$ cat config.mk
export PLATFORM = sky130hd
export DESIGN_NAME = seg_scan
export DESIGN_NICKNAME = d
export VERILOG_FILES = /design/src/rtl/seg_scan.sv
export SDC_FILE = /design/constraint.sdc
export NUM_CORES = 1
export LEC_CHECK = 0
export ABC_AREA = 1
export CAP_MARGIN = 25
export CELL_PAD_IN_SITES_DETAIL_PLACEMENT = 1
export CELL_PAD_IN_SITES_GLOBAL_PLACEMENT = 1
export CORE_MARGIN = 2
export CORE_UTILIZATION = 41
export CTS_BUF_LIST = sky130_fd_sc_hd__clkbuf_4 sky130_fd_sc_hd__clkbuf_8
export CTS_CLUSTER_SIZE = 25
export DETAILED_ROUTE_END_ITERATION = 12
export GPL_ROUTABILITY_DRIVEN = 0
export PLACE_DENSITY_LB_ADDON = 0.1
export SKIP_CTS_REPAIR_TIMING = 1
export SYNTH_ARGS = -nofsm -noshare
export SYNTH_HDL_FRONTEND = slang
export SYNTH_SLANG_ARGS = --single-unit
$ cat constraint.sdc
create_clock -name clk -period 5.1 [get_ports clk]
set_clock_uncertainty 0.05 [all_clocks]
set_input_delay 0.765 -clock clk [delete_from_list [all_inputs] [get_ports clk]]
set_output_delay 0.765 -clock clk [all_outputs]
set_load 0.02 [all_outputs]
$ cat src/rtl/seg_scan.sv
`default_nettype none
// ============================================================================
// Module   : seg_scan
// Function : Four-digit multiplexed 7-segment scanner with blank phases between
//            digits, frame-synchronous snapshot and leading-zero blanking.
// Revision : 1.0  initial release
// ============================================================================
module seg_scan #(
    parameter bit ACTIVE_LOW = 1'b1
) (
    input  logic        clk,
    input  logic        rst,
    input  logic        clk_div,
    input  logic [15:0] digits,
    input  logic [3:0]  dp_in,
    input  logic        blank_lz,
    output logic [3:0]  an,
    output logic [6:0]  seg,
    output logic        dp,
    output logic        frame_done
);

    typedef enum logic [0:0] {
        ST_BLANK = 1'b0,
        ST_DRIVE = 1'b1
    } state_t;

    localparam logic [3:0] C_AN_OFF  = ACTIVE_LOW ? 4'hF  : 4'h0;
    localparam logic [6:0] C_SEG_OFF = ACTIVE_LOW ? 7'h7F : 7'h00;
    localparam logic       C_DP_OFF  = ACTIVE_LOW ? 1'b1  : 1'b0;

    state_t      state_q, state_d;
    logic [1:0]  idx_q, idx_d;
    logic        clk_div_q;
    logic        tick;
    logic [15:0] snap_digits_q, snap_digits_d;
    logic [3:0]  snap_dp_q, snap_dp_d;
    logic        snap_lz_q, snap_lz_d;
    logic [3:0]  an_q, an_d;
    logic [6:0]  seg_q, seg_d;
    logic        dp_q, dp_d;
    logic        frame_done_q, frame_done_d;

    logic [3:0]  nibble;
    logic [3:0]  lz_blank;
    logic [6:0]  seg_dec;
    logic [3:0]  an_low;
    logic [6:0]  seg_low;
    logic        dp_low;

    always_comb begin
        tick          = clk_div & ~clk_div_q;
        state_d       = state_q;
        idx_d         = idx_q;
        snap_digits_d = snap_digits_q;
        snap_dp_d     = snap_dp_q;
        snap_lz_d     = snap_lz_q;
        frame_done_d  = 1'b0;
        if (tick) begin
            case (state_q)
                ST_BLANK: begin
                    state_d = ST_DRIVE;
                    // Latch new data only at the start of a frame to avoid tearing
                    if (idx_q == 2'd0) begin
                        snap_digits_d = digits;
                        snap_dp_d     = dp_in;
                        snap_lz_d     = blank_lz;
                    end
                end
                ST_DRIVE: begin
                    state_d      = ST_BLANK;
                    idx_d        = idx_q + 2'd1;
                    frame_done_d = (idx_q == 2'd3);
                end
                default: state_d = ST_BLANK;
            endcase
        end
    end

    // Outputs are derived from next-state values so they are registered on the tick edge
    always_comb begin
        case (idx_d)
            2'd0:    nibble = snap_digits_d[3:0];
            2'd1:    nibble = snap_digits_d[7:4];
            2'd2:    nibble = snap_digits_d[11:8];
            default: nibble = snap_digits_d[15:12];
        endcase

        lz_blank[3] = snap_lz_d && (snap_digits_d[15:12] == 4'h0);
        lz_blank[2] = lz_blank[3] && (snap_digits_d[11:8] == 4'h0);
        lz_blank[1] = lz_blank[2] && (snap_digits_d[7:4] == 4'h0);
        lz_blank[0] = 1'b0;

        case (nibble)
            4'h0:    seg_dec = 7'h40;
            4'h1:    seg_dec = 7'h79;
            4'h2:    seg_dec = 7'h24;
            4'h3:    seg_dec = 7'h30;
            4'h4:    seg_dec = 7'h19;
            4'h5:    seg_dec = 7'h12;
            4'h6:    seg_dec = 7'h02;
            4'h7:    seg_dec = 7'h78;
            4'h8:    seg_dec = 7'h00;
            4'h9:    seg_dec = 7'h10;
            4'hA:    seg_dec = 7'h08;
            4'hB:    seg_dec = 7'h03;
            4'hC:    seg_dec = 7'h46;
            4'hD:    seg_dec = 7'h21;
            4'hE:    seg_dec = 7'h06;
            default: seg_dec = 7'h0E;
        endcase

        an_low  = 4'hF;
        seg_low = 7'h7F;
        dp_low  = 1'b1;
        if ((state_d == ST_DRIVE) && !lz_blank[idx_d]) begin
            an_low[idx_d] = 1'b0;
            seg_low       = seg_dec;
            dp_low        = ~snap_dp_d[idx_d];
        end

        an_d  = ACTIVE_LOW ? an_low  : ~an_low;
        seg_d = ACTIVE_LOW ? seg_low : ~seg_low;
        dp_d  = ACTIVE_LOW ? dp_low  : ~dp_low;
    end

    always_ff @(posedge clk) begin
        if (rst) begin
            clk_div_q     <= 1'b0;
            state_q       <= ST_BLANK;
            idx_q         <= 2'd0;
            snap_digits_q <= 16'h0000;
            snap_dp_q     <= 4'h0;
            snap_lz_q     <= 1'b0;
            an_q          <= C_AN_OFF;
            seg_q         <= C_SEG_OFF;
            dp_q          <= C_DP_OFF;
            frame_done_q  <= 1'b0;
        end else begin
            clk_div_q     <= clk_div;
            state_q       <= state_d;
            idx_q         <= idx_d;
            snap_digits_q <= snap_digits_d;
            snap_dp_q     <= snap_dp_d;
            snap_lz_q     <= snap_lz_d;
            an_q          <= an_d;
            seg_q         <= seg_d;
            dp_q          <= dp_d;
            frame_done_q  <= frame_done_d;
        end
    end

    assign an         = an_q;
    assign seg        = seg_q;
    assign dp         = dp_q;
    assign frame_done = frame_done_q;

endmodule
`default_nettype wire
# Word-level counts from Yosys, hierarchy flattened

Memories as Yosys holds them, arrays and structs flattened. A register that Yosys moved wholly into a read port is not among the register bits.
Cells that the tools add are included.

Mux-type cells: 20
Bitwise gates (word level): 7
Add/subtract/negate cells: 1
Magnitude comparators: 2
Reduce and logical (&&, ||, !) cells: 13
Eq/ne operators: 3

Operators with widths:

| cell                                                              | count |
|---|---|
| 2-to-1 mux 16 bit                                                 | 3 |
| zero test 4 bit                                                   | 3 |
| 2-to-1 mux 4 bit                                                  | 3 |
| one-hot mux 4 bit (3 select lines)                                | 1 |
| 2-to-1 mux 1 bit                                                  | 7 |
| logical AND 1 bit                                                 | 5 |
| inverter 1 bit                                                    | 5 |
| binary-select mux 1 bit (select 2 bit)                            | 2 |
| equality test 2 bit, second input constant                        | 2 |
| zero test 2 bit                                                   | 2 |
| 2-to-1 mux 2 bit                                                  | 2 |
| inverter 4 bit                                                    | 1 |
| < comparator 2 x 3 -> 1 bit, second input constant                | 1 |
| OR reduction 3 bit                                                | 1 |
| adder 2 x 1 -> 2 bit, second input constant                       | 1 |
| demux 1 bit (select 2 bit)                                        | 1 |
| equality test 2 x 1 -> 1 bit, second input constant               | 1 |
| greater-or-equal comparator 2 x 1 -> 1 bit, second input constant | 1 |
| one-hot mux 1 bit (2 select lines)                                | 1 |
| OR reduction 2 bit                                                | 1 |
| AND 1 bit                                                         | 1 |
| zero test 1 bit                                                   | 1 |

Output and inout port bits: 13
Logic and storage cells: 56
Bits in registers: 31
ROM bits: 112
Memories kept: 1
Bits of input ports: 24

Memories:

| name            | depth | bits a word | read ports | clocked after memory_dff | write ports | RTL line | text |
|---|---|---|---|---|---|---|---|
| (no name shown) | 16    | 7           | 1          | 1                        | 0           | 94       | `case (nibble)` |

# Logic depth before layout (Yosys ltp)

Gate-level depths: netlist of run 1.

Depth after elaboration: 14
Depth in mapped cells: 17
Gate-level depth less buffers: 16

# Least setup slack after synthesis of run 1

OpenSTA, ideal clock, no wires.

Path type: input-to-reg
From: input port clk_div
To: register seg_q[3], in the netlist seg[3]
Setup time: 117 ps
Setup slack: 2819 ps
Data required time: 4933 ps
Arrival: 2113 ps
Buffers on the path: 1
Cell stages on the path: 15
Cells stage by stage: inv_2 > nor2_8 > nand2_4 > buf_6 > nand2_1 > nand2_1 > nand2_1 > nand3_1 > nor2_2 > inv_1 > ha_1 > nand4_1 > nand2_1 > nand2_1 > nand3_2

Word-level cells in the longest chain between the ends: 12
Elaborated cells between the ends (all ways): 21
Classes of those cells: 2 x eq/ne; 7 x mux; 2 x bitwise; 10 x reduce/logical

RTL lines:

| item                                   | RTL line | text |
|---|---|---|
| start, declared                        | 13       | `input logic clk_div,` |
| AND 1 bit *                            | 52       | `tick = clk_div & ~clk_div_q;` |
| 2-to-1 mux 16 bit                      | 59       | `if (tick) begin` |
| zero test 4 bit                        | 89       | `lz_blank[3] = snap_lz_d && (snap_digits_d[15:12] == 4'h0);` |
| logical AND 1 bit                      | 89       |  |
| logical AND 1 bit                      | 90       | `lz_blank[2] = lz_blank[3] && (snap_digits_d[11:8] == 4'h0);` |
| logical AND 1 bit                      | 91       | `lz_blank[1] = lz_blank[2] && (snap_digits_d[7:4] == 4'h0);` |
| binary-select mux 1 bit (select 2 bit) | 116      | `if ((state_d == ST_DRIVE) && !lz_blank[idx_d]) begin` |
| 2-to-1 mux 1 bit (implied by the code) | 116      |  |
| zero test 1 bit                        | 116      |  |
| logical AND 1 bit                      | 116      |  |
| inverter 1 bit (no source line)        | n/a      |  |
| OR reduction 2 bit (no source line)    | n/a      |  |
| end, declared                          | 40       | `logic [6:0] seg_q, seg_d;` |

Every way passes the cells marked *; elsewhere a longest branch is shown, timed or not. The select of a mux whose other input is x is not followed.
A chain may end at the register's enable or synchronous reset.

# Worst setup path after layout of run 1

From: input port clk_div
To: register seg_q[5], in the netlist seg[5]

The elaborated chain is that of the path after synthesis.

==> impl_metrics.toml, run 1 <==
[sta]
fin_crit_ns = 3.08
relSlewSlack_pct = 73.1
finalHoldViolations = 0
rsz0062_at_grt = "false"
setup_ws_ns = 2.02
worst_slew_pin_slew_ns = 0.402
fin_crit_sh_pct = 60.4
whs_ns = 0.424
maxSlewViolCount = 0
max_freq_ghz = 0.325
finalSetupViolCount = 0
setup_tns_ns = 0

[final_layout]
fin_cells = 364
drive_gt1_share_pct = 11.6
nets = 340
layout_common_cells = "88 x nand2_1, 38 x dfxtp_1, 36 x clkdlybuf4s50_1"
antenna_cells = 0
final_area_sq_um = 2440
nFillCells = 612
final_common_cell = "nand2_1"
area_growth_pct = 24.9

[floorplanning]
start_util_pct = 41.9
dieArea_sq_um = 5330
die_w_um = 73.0
rows = 25
die-height_um = 73.0
core-area_sq_um = 4660
ios = 37

[cts]
cts-htree-levels = 2
clk_latency_ns = 0.29
clkTransAtPathRegs_ns = 0.08
clock-sinks = 38
cts_buffers = 5
clockBufferDepth = 2
cts_root_buffer = "clkbuf_8"
cts_tree = "done"

[worst_setup_path]
path_cells = "clkdlybuf4s50_1 > inv_2 > nor2_8 > nand2_4 > nand2_1 > nand2_1 > nand2_1 > nand3_1 > nor2_2 > inv_1 > ha_1 > nand2_1 > o21ai_0 > nand2_1 > nand2_1"
crit_fanout = 26
required_ns = 5.24
cp_slowest_cell = "clkdlybuf4s50_1"
rrSetupSlack_ns = 2.39
max_stage_delay_ns = 0.57
crit_buf_inv = 3
cpMostUsedCell = "nand2_1"
critPathLaunchType = "input port"
path_delay_family = "simple AND/OR/NAND/NOR gates"
arrival_ns = 3.22
cp-end-kind = "register"
path_class = "in -> reg"

[power]
p_clk_share_pct = 30.3
switching_share_pct = 32.9
p_switching_mw = 0.274
p_per_area_nw_per_um2 = 342
seqPwrFrac_pct = 40.0
power.leakage_nw = 1.16
internal_power_mw = 0.561
ir_worst_vdd_uv = 205
comb_power_share_pct = 29.8

[global_routing]
track_usage_pct = 20.2
first_global_vias = 1790
overflow = 0
grt_max_degree = 27
antenna_found_initial = 0
grt_pass1_wl_um = 8290

[placed_design]
port_buffers = 36
placed_cells = 356
place_area_sq_um = 2330
pre_cts_slack_ns = 1.70
place_hpwl_um = 3700

[yosys]
yosysSeqAreaShare_pct = 39.0
synth-seq-cells = 38
syn_inst = 273
yosys_warnings = 0
ys_types = 25
syn_area_sq_um = 1950
synth_nets = 304
syn_area_per_cell_sq_um = 7.15

[routing]
finalWirelength_um = 4870
first_pass_iters = 4
vias = 1804
ant_nets = 0
drt_iter0_markers = 70
wl_per_cell_um = 13.4
post-route-drc-count = 0
via_per_inst = 4.96

[hold_path]
hold_path.class = "reg -> reg"

[flow_run]
maxCapViolations = 0

[run_status]
status = "completed"
-- worst register-to-register path: stages (launching register included) --
cell     delay (ns)
dfxtp_1        0.34
inv_1          0.10
ha_1           0.16
inv_1          0.06
nor2_4         0.32
nand2_4        0.29
nand2_1        0.16
nand2_1        0.09
nand2_1        0.07
nand3_1        0.08
nor2_2         0.22
inv_1          0.11
ha_1           0.24
nand2_1        0.11
o21ai_0        0.10
nand2_1        0.06
nand2_1        0.05
-- final timing paths --
kind / to / startpoint / cells after the start
min: snap_digits_q[1] / snap_digits_q[1] / 2
max: seg[5] / clk_div / 15
max reg2reg: seg[5] / idx_q[0] / 16
min reg2reg: snap_digits_q[1] / snap_digits_q[1] / 2
-- layer usage --
metal,routed length (um),vias up,track usage (%)
met5,0,-,0
met4,72,0,6.79
met3,118,7,4.14
met2,2340,21,34.1
met1,2340,847,25.6
li1,-,929,-
-- cell usage after synthesis --
| cell type | count | area, sq um |
|---|---|---|
| nor2_4 | 3 | 33.8 |
| o21ai_0 | 2 | 10.0 |
| nor2_2 | 4 | 25.0 |
| buf_2 | 1 | 5.00 |
| buf_6 | 3 | 33.8 |
| nand2_4 | 1 | 11.3 |
| nand3b_1 | 2 | 15.0 |
| nor2_1 | 33 | 124 |
| clkbuf_1 | 3 | 11.3 |
| a21oi_2 | 1 | 8.76 |
| nand2_1 | 88 | 330 |
| nand4_1 | 6 | 37.5 |
| buf_4 | 1 | 7.51 |
| o21ai_2 | 4 | 35.0 |
| a21oi_1 | 11 | 55.1 |
| nand3_4 | 1 | 17.5 |
| nand3_2 | 2 | 20.0 |
| mux2i_1 | 4 | 40.0 |
| inv_2 | 3 | 11.3 |
| nor2_8 | 1 | 20.0 |
| inv_1 | 22 | 82.6 |
| ha_1 | 7 | 87.6 |
| nand2_2 | 7 | 43.8 |
| nand3_1 | 25 | 125 |
| dfxtp_1 | 38 | 761 |
-- layout make-up --
cell class	instances	area [sq um]	area share, %
multi-input combinational	202	1040	42.6
sequential	38	761	31.2
timing repair buffer	37	368	15.1
inverter	25	93.8	3.85
clock buffer	5	68.8	2.82
tap	54	67.6	2.77
clock inverter	3	40.0	1.64
-- cell families (layout without fill, tap and decap cells) --
family / Yosys count / after routing / synth area share [%]
AO/OA/AOI/OAI: 18 / 18 / 5.58
adder cells (fa/ha/maj): 7 / 7 / 4.49
flip-flops: 38 / 38 / 39.0
AND/OR/NAND/NOR: 173 / 173 / 41.2
multiplexers: 4 / 4 / 2.05
buffers and inverters: 33 / 70 / 7.76
-- state kept, by name (all words and copies together), names as in the netlist --
| name | cells |
|---|---|
| frame_done | 1 |
| dp | 1 |
| clk_div_q | 1 |
| idx_q | 2 |
| snap_lz_q | 1 |
| snap_digits_q | 16 |
| seg | 7 |
| an | 4 |
| state_q | 1 |
| snap_dp_q | 4 |
-- power groups by stage --
stage               sequential, mW  combinational (mW)  clock, mW
finish                       0.334               0.249      0.253
global route                 0.336               0.281      0.272
CTS                          0.334               0.253      0.261
detailed placement           0.341               0.251          0
global placement             0.340               0.246          0
floorplan                    0.353               0.164          0
-- stage by stage --
stage	utilization [%]	power, mW
global placement	50.0	0.587
floorplan	-	0.517
global route	52.3	0.889
finish	52.3	0.835
CTS	52.3	0.848
detailed placement	50.0	0.592
No activity file was read; power rests on OpenSTA's default activity.
==> run 2: changes to the inputs <==
--- a/config.mk
+++ b/config.mk
@@ -10,7 +10,7 @@
 export CELL_PAD_IN_SITES_DETAIL_PLACEMENT = 1
 export CELL_PAD_IN_SITES_GLOBAL_PLACEMENT = 1
 export CORE_MARGIN = 2
-export CORE_UTILIZATION = 41
+export CORE_UTILIZATION = 38
 export CTS_BUF_LIST = sky130_fd_sc_hd__clkbuf_4 sky130_fd_sc_hd__clkbuf_8
 export CTS_CLUSTER_SIZE = 25
 export DETAILED_ROUTE_END_ITERATION = 12
==> constraint.sdc (replaced) <==
create_clock -name clk -period 3 [get_ports clk]
set_clock_uncertainty 0.05 [all_clocks]
set_input_delay 0.45 -clock clk [delete_from_list [all_inputs] [get_ports clk]]
set_output_delay 0.45 -clock clk [all_outputs]
set_load 0.02 [all_outputs]
==> run 2 against run 1 <==
Compared with the run above:
- wire length is 6.4% higher
- clock power is 73% higher
- cell count is 5.5% higher
- largest power group unchanged
- sequential power is 70% higher
- clock-buffer cell count stayed put
==> impl_metrics.toml, run 2 (synthesis results as in run 1) <==
[run_status]
status = "completed"

[global_routing]
first_global_vias = 1804
antenna_found_initial = 0
track_usage_pct = 19.8
overflow = 0
grt_pass1_wl_um = 8450
grt_max_degree = 27

[power]
p_per_area_nw_per_um2 = 580
p_clk_share_pct = 30.3
internal_power_mw = 0.961
ir_worst_vdd_uv = 226
comb_power_share_pct = 30.4
power.leakage_nw = 1.18
seqPwrFrac_pct = 39.3
p_switching_mw = 0.483
switching_share_pct = 33.4

[final_layout]
final_common_cell = "nand2_1"
antenna_cells = 0
area_growth_pct = 27.5
largest_register = "snap_digits_q"
nFillCells = 651
seq_area_sq_um = 761
layout_common_cells = "88 x nand2_1, 38 x dfxtp_1, 36 x clkdlybuf4s50_1"
multi_input_area_sq_um = 1040
drive_gt1_share_pct = 12.7
largest_reg_flops = 16
nets = 344

[worst_setup_path]
crit_fanout = 17
r2r_cells = 14
critPathLaunchType = "input port"
cp-end-kind = "register"
path_class = "in -> reg"
arrival_ns = 2.73
r2r-start = "idx_q[0]"
r2r_end = "seg[3]"
crit_start = "clk_div"
rrSetupSlack_ns = 0.48
required_ns = 3.14
worstSetupEndpoint = "seg[3]"

[sta]
finalHoldViolations = 0
fin_crit_sh_pct = 86.2
relSlewSlack_pct = 76.2
finalSetupViolCount = 0
maxSlewViolCount = 0
max_freq_ghz = 0.387
rsz0062_at_grt = "false"
fin_crit_ns = 2.59
setup_tns_ns = 0
setup_ws_ns = 0.414
worst_slew_pin_slew_ns = 0.356

[routing]
drt_iter0_markers = 46
first_pass_iters = 4
ant_nets = 0
vias = 1812
finalWirelength_um = 5180
via_per_inst = 4.72
wl_per_cell_um = 13.5
post-route-drc-count = 0

[flow_run]
maxCapViolations = 0

[placed_design]
port_buffers = 36
place_hpwl_um = 3930
pre_cts_slack_ns = 0.154

[floorplanning]
rows = 26
start_util_pct = 38.7
ios = 37
core-area_sq_um = 5040
die-height_um = 75.7
dieArea_sq_um = 5730
die_w_um = 75.7

[cts]
cts-htree-levels = 2
clkTransAtPathRegs_ns = 0.08
cts_buffers = 5
cts_tree = "done"
clock-sinks = 38
clk_latency_ns = 0.30
cts_root_buffer = "clkbuf_8"
clockBufferDepth = 2

[hold_path]
hold_path.class = "reg -> reg"
min-delay-start = "snap_digits_q[2]"
run 2: cell types whose count changed in the layout (fill, tap and decap cells not counted):
cell	delta
buf_4	+4
run 2: final cells by class:
| cell class | instances | share of cell area [%] |
|---|---|---|
| timing repair buffer | 41 | 16.0 |
| multi-input combinational | 202 | 41.8 |
| tap | 70 | 3.52 |
| clock buffer | 5 | 2.77 |
| inverter | 25 | 3.77 |
| sequential | 38 | 30.6 |
| clock inverter | 3 | 1.61 |
run 2: power by group through the flow:
stage	Clock (mW)	Combinational, mW	Sequential [mW]
6_report	0.437	0.440	0.567
5_1_grt	0.465	0.495	0.572
4_1_cts	0.451	0.443	0.568
3_5_place_dp	0	0.438	0.579
3_3_place_gp	0	0.433	0.578
2_1_floorplan	0	0.278	0.600
run 2: worst min path at each step:
stage                         to  slack (ns)  depth (start not counted)
3_3_place_gp   snap_digits_q[11]        0.40                          2
3_5_place_dp   snap_digits_q[11]        0.41                          2
4_1_cts        snap_digits_q[11]        0.43                          2
2_1_floorplan  snap_digits_q[11]        0.39                          2
6_report        snap_digits_q[2]        0.43                          2
5_1_grt         snap_digits_q[4]        0.44                          2
run 2: metal layers:
metal / share of wire [%] / track usage (%) / vias to the layer above / wire length [um]
met1: 48 / 25.3 / 827 / 2480
li1: - / - / 944 / -
met4: 1.9 / 7.99 / 0 / 100
met2: 46 / 32.7 / 33 / 2400
met3: 3.8 / 4.37 / 8 / 198
met5: 0 / 0 / - / 0
run 2: worst max-delay path, stage by stage:
cell and delay (ns):
clkdlybuf4s50_1 0.58, inv_2 0.10, nor2_8 0.17, nand2_4 0.19, nand2_1 0.13, nand2_1 0.09, nand2_1 0.08, nand3_1 0.09
nor2_2 0.19, inv_1 0.09, ha_1 0.26, nand4_1 0.11, nand2_1 0.06, nand2_1 0.09, nand3_2 0.06
run 2: per-stage QoR:
step / utilization, % / power, mW / instances / hold slack [ns] / cell area, sq um
after floorplan: - / 0.878 / 273 / 0.394 / 1950
after global placement: 47.2 / 1.01 / 376 / 0.403 / 2380
after detailed placement: 47.2 / 1.02 / 376 / 0.414 / 2380
after CTS: 49.4 / 1.46 / 384 / 0.427 / 2490
after global routing: 49.4 / 1.53 / 384 / 0.444 / 2490
final: 49.4 / 1.44 / 384 / 0.426 / 2490
==> run 3: changes to the inputs <==
--- a/config.mk
+++ b/config.mk
@@ -6,7 +6,6 @@
 export NUM_CORES = 1
 export LEC_CHECK = 0
 export ABC_AREA = 1
-export CAP_MARGIN = 25
 export CELL_PAD_IN_SITES_DETAIL_PLACEMENT = 1
 export CELL_PAD_IN_SITES_GLOBAL_PLACEMENT = 1
 export CORE_MARGIN = 2
@@ -15,7 +14,8 @@
 export CTS_CLUSTER_SIZE = 25
 export DETAILED_ROUTE_END_ITERATION = 12
 export GPL_ROUTABILITY_DRIVEN = 0
-export PLACE_DENSITY_LB_ADDON = 0.1
+export GPL_TIMING_DRIVEN = 0
+export PLACE_DENSITY = 0.91
 export SKIP_CTS_REPAIR_TIMING = 1
 export SYNTH_ARGS = -nofsm -noshare
 export SYNTH_HDL_FRONTEND = slang
==> run 3 against run 2 <==
Compared with the run above:
- fmax shrank 4.3%
- global-route usage grew 0.17 points
- power grew 0.34%
- flip-flop and latch count is the same
- cell count grew 0.52%
==> impl_metrics.toml, run 3 (synthesis results as in run 1) <==
[routing]
wl_per_cell_um = 13.3
vias = 1840
first_pass_iters = 4
post-route-drc-count = 0
drt_iter0_markers = 65
finalWirelength_um = 5150
via_per_inst = 4.77
ant_nets = 0

[floorplanning]
dieArea_sq_um = 5730
die-height_um = 75.7
start_util_pct = 38.7
die_w_um = 75.7
rows = 26
core-area_sq_um = 5040
ios = 37

[final_layout]
largest_register = "snap_digits_q"
drive_gt1_share_pct = 12.7
area_growth_pct = 28.0
nets = 346
final_core_util_pct = 49.6
antenna_cells = 0
largest_reg_flops = 16
fin_cells = 386
final_common_cell = "nand2_1"
layout_common_cells = "88 x nand2_1, 38 x dfxtp_1, 35 x clkdlybuf4s50_1"

[worst_setup_path]
required_ns = 3.14
cpMostUsedCell = "nand2_1"
crit_start = "clk_div"
r2r_end = "seg[3]"
arrival_ns = 2.84
crit_fanout = 6
rrSetupSlack_ns = 0.39
critPathLaunchType = "input port"
r2r_cells = 14
path_delay_family = "simple AND/OR/NAND/NOR gates"
path_cells = "clkdlybuf4s50_1 > nand3_2 > nand2_1 > nand2_2 > nor2_1 > nand2_1 > nand4_1 > inv_1 > ha_1 > inv_1 > nand3_1 > nand2_1 > nand2_1 > nand3_2"
crit_buf_inv = 3
cp_slowest_cell = "clkdlybuf4s50_1"
max_stage_delay_ns = 0.59
r2r-start = "idx_q[0]"
cp-end-kind = "register"
path_class = "in -> reg"

[sta]
rsz0062_at_grt = "false"
whs_ns = 0.423
max_freq_ghz = 0.370
finalSetupViolCount = 0
worst_slew_pin_slew_ns = 0.538
fin_crit_sh_pct = 90.1
setup_tns_ns = 0
finalHoldViolations = 0
relSlewSlack_pct = 64.1
maxSlewViolCount = 0
fin_crit_ns = 2.70

[power]
power.total_mw = 1.45
power.leakage_nw = 1.18
ir_worst_vdd_uv = 276
p_per_area_nw_per_um2 = 580

[cts]
clock-sinks = 38
cts_tree = "done"
clkTransAtPathRegs_ns = 0.08
cts_buffers = 5
clk_latency_ns = 0.29
cts_root_buffer = "clkbuf_8"
cts-htree-levels = 2
clockBufferDepth = 2

[global_routing]
antenna_found_initial = 0
first_global_vias = 1819
grt_max_degree = 13
track_usage_pct = 20.0
overflow = 0
grt_pass1_wl_um = 8620

[hold_path]
hold_path.class = "reg -> reg"
min-delay-start = "snap_digits_q[5]"
min_path_cells = 2
min_to = "snap_digits_q[5]"

[run_status]
status = "completed"

[placed_design]
place_hpwl_um = 3910
port_buffers = 35
placed_cells = 378

[flow_run]
maxCapViolations = 0
[run 3: cell types whose count changed in the layout (fill, tap and decap cells not counted), sizes merged]
cell,delta
clkbuf,+3
clkdlybuf4s50,-1
[run 3: per-layer routing]
layer	track usage [%]	share of wire (%)	vias to the layer above
li1	-	-	944
met1	25.4	46	858
met2	34.5	50	31
met3	4.23	2.8	7
met4	5.46	1.5	0
met5	0	0	-
[run 3: stage by stage]
stage | setup slack [ns] | cell area [sq um]
after floorplan | 0.889 | 1950
after global placement | 0.123 | 2390
after detailed placement | 0.0964 | 2390
after CTS | 0.318 | 2500
after global routing | 0.0778 | 2500
final | 0.297 | 2500
[run 3: power by group]
group          leakage (nW)  total (mW)  switching (mW)  internal [mW]
logic                 0.807       0.449           0.275          0.174
clock network        0.0579       0.433           0.188          0.245
registers             0.312       0.567          0.0175          0.550
total                  1.18        1.45           0.481          0.968
[run 3: worst max path at each step]
| stage | slack, ns | cells past startpoint | to |
|---|---|---|---|
| floorplan | 0.89 | 17 | seg[3] |
| global placement | 0.12 | 14 | seg[3] |
| detailed placement | 0.1 | 15 | seg[0] |
| CTS | 0.32 | 16 | seg[3] |
| global route | 0.08 | 14 | seg[3] |
| finish | 0.30 | 14 | seg[3] |
[run 3: final cells by class]
class | count | area, sq um
Fill cell | 647 | 2540
Tap cell | 70 | 87.6
Timing Repair Buffer | 35 | 350
Clock inverter | 3 | 40.0
Buffer | 8 | 57.6
Multi-Input combinational cell | 202 | 1040
Inverter | 25 | 93.8
Clock buffer | 5 | 68.8
Sequential cell | 38 | 761
[run 3: worst min-delay path: stages (launching register included)]
cell	delay, ns
dfxtp_1	0.30
nand2_1	0.07
a21oi_1	0.06
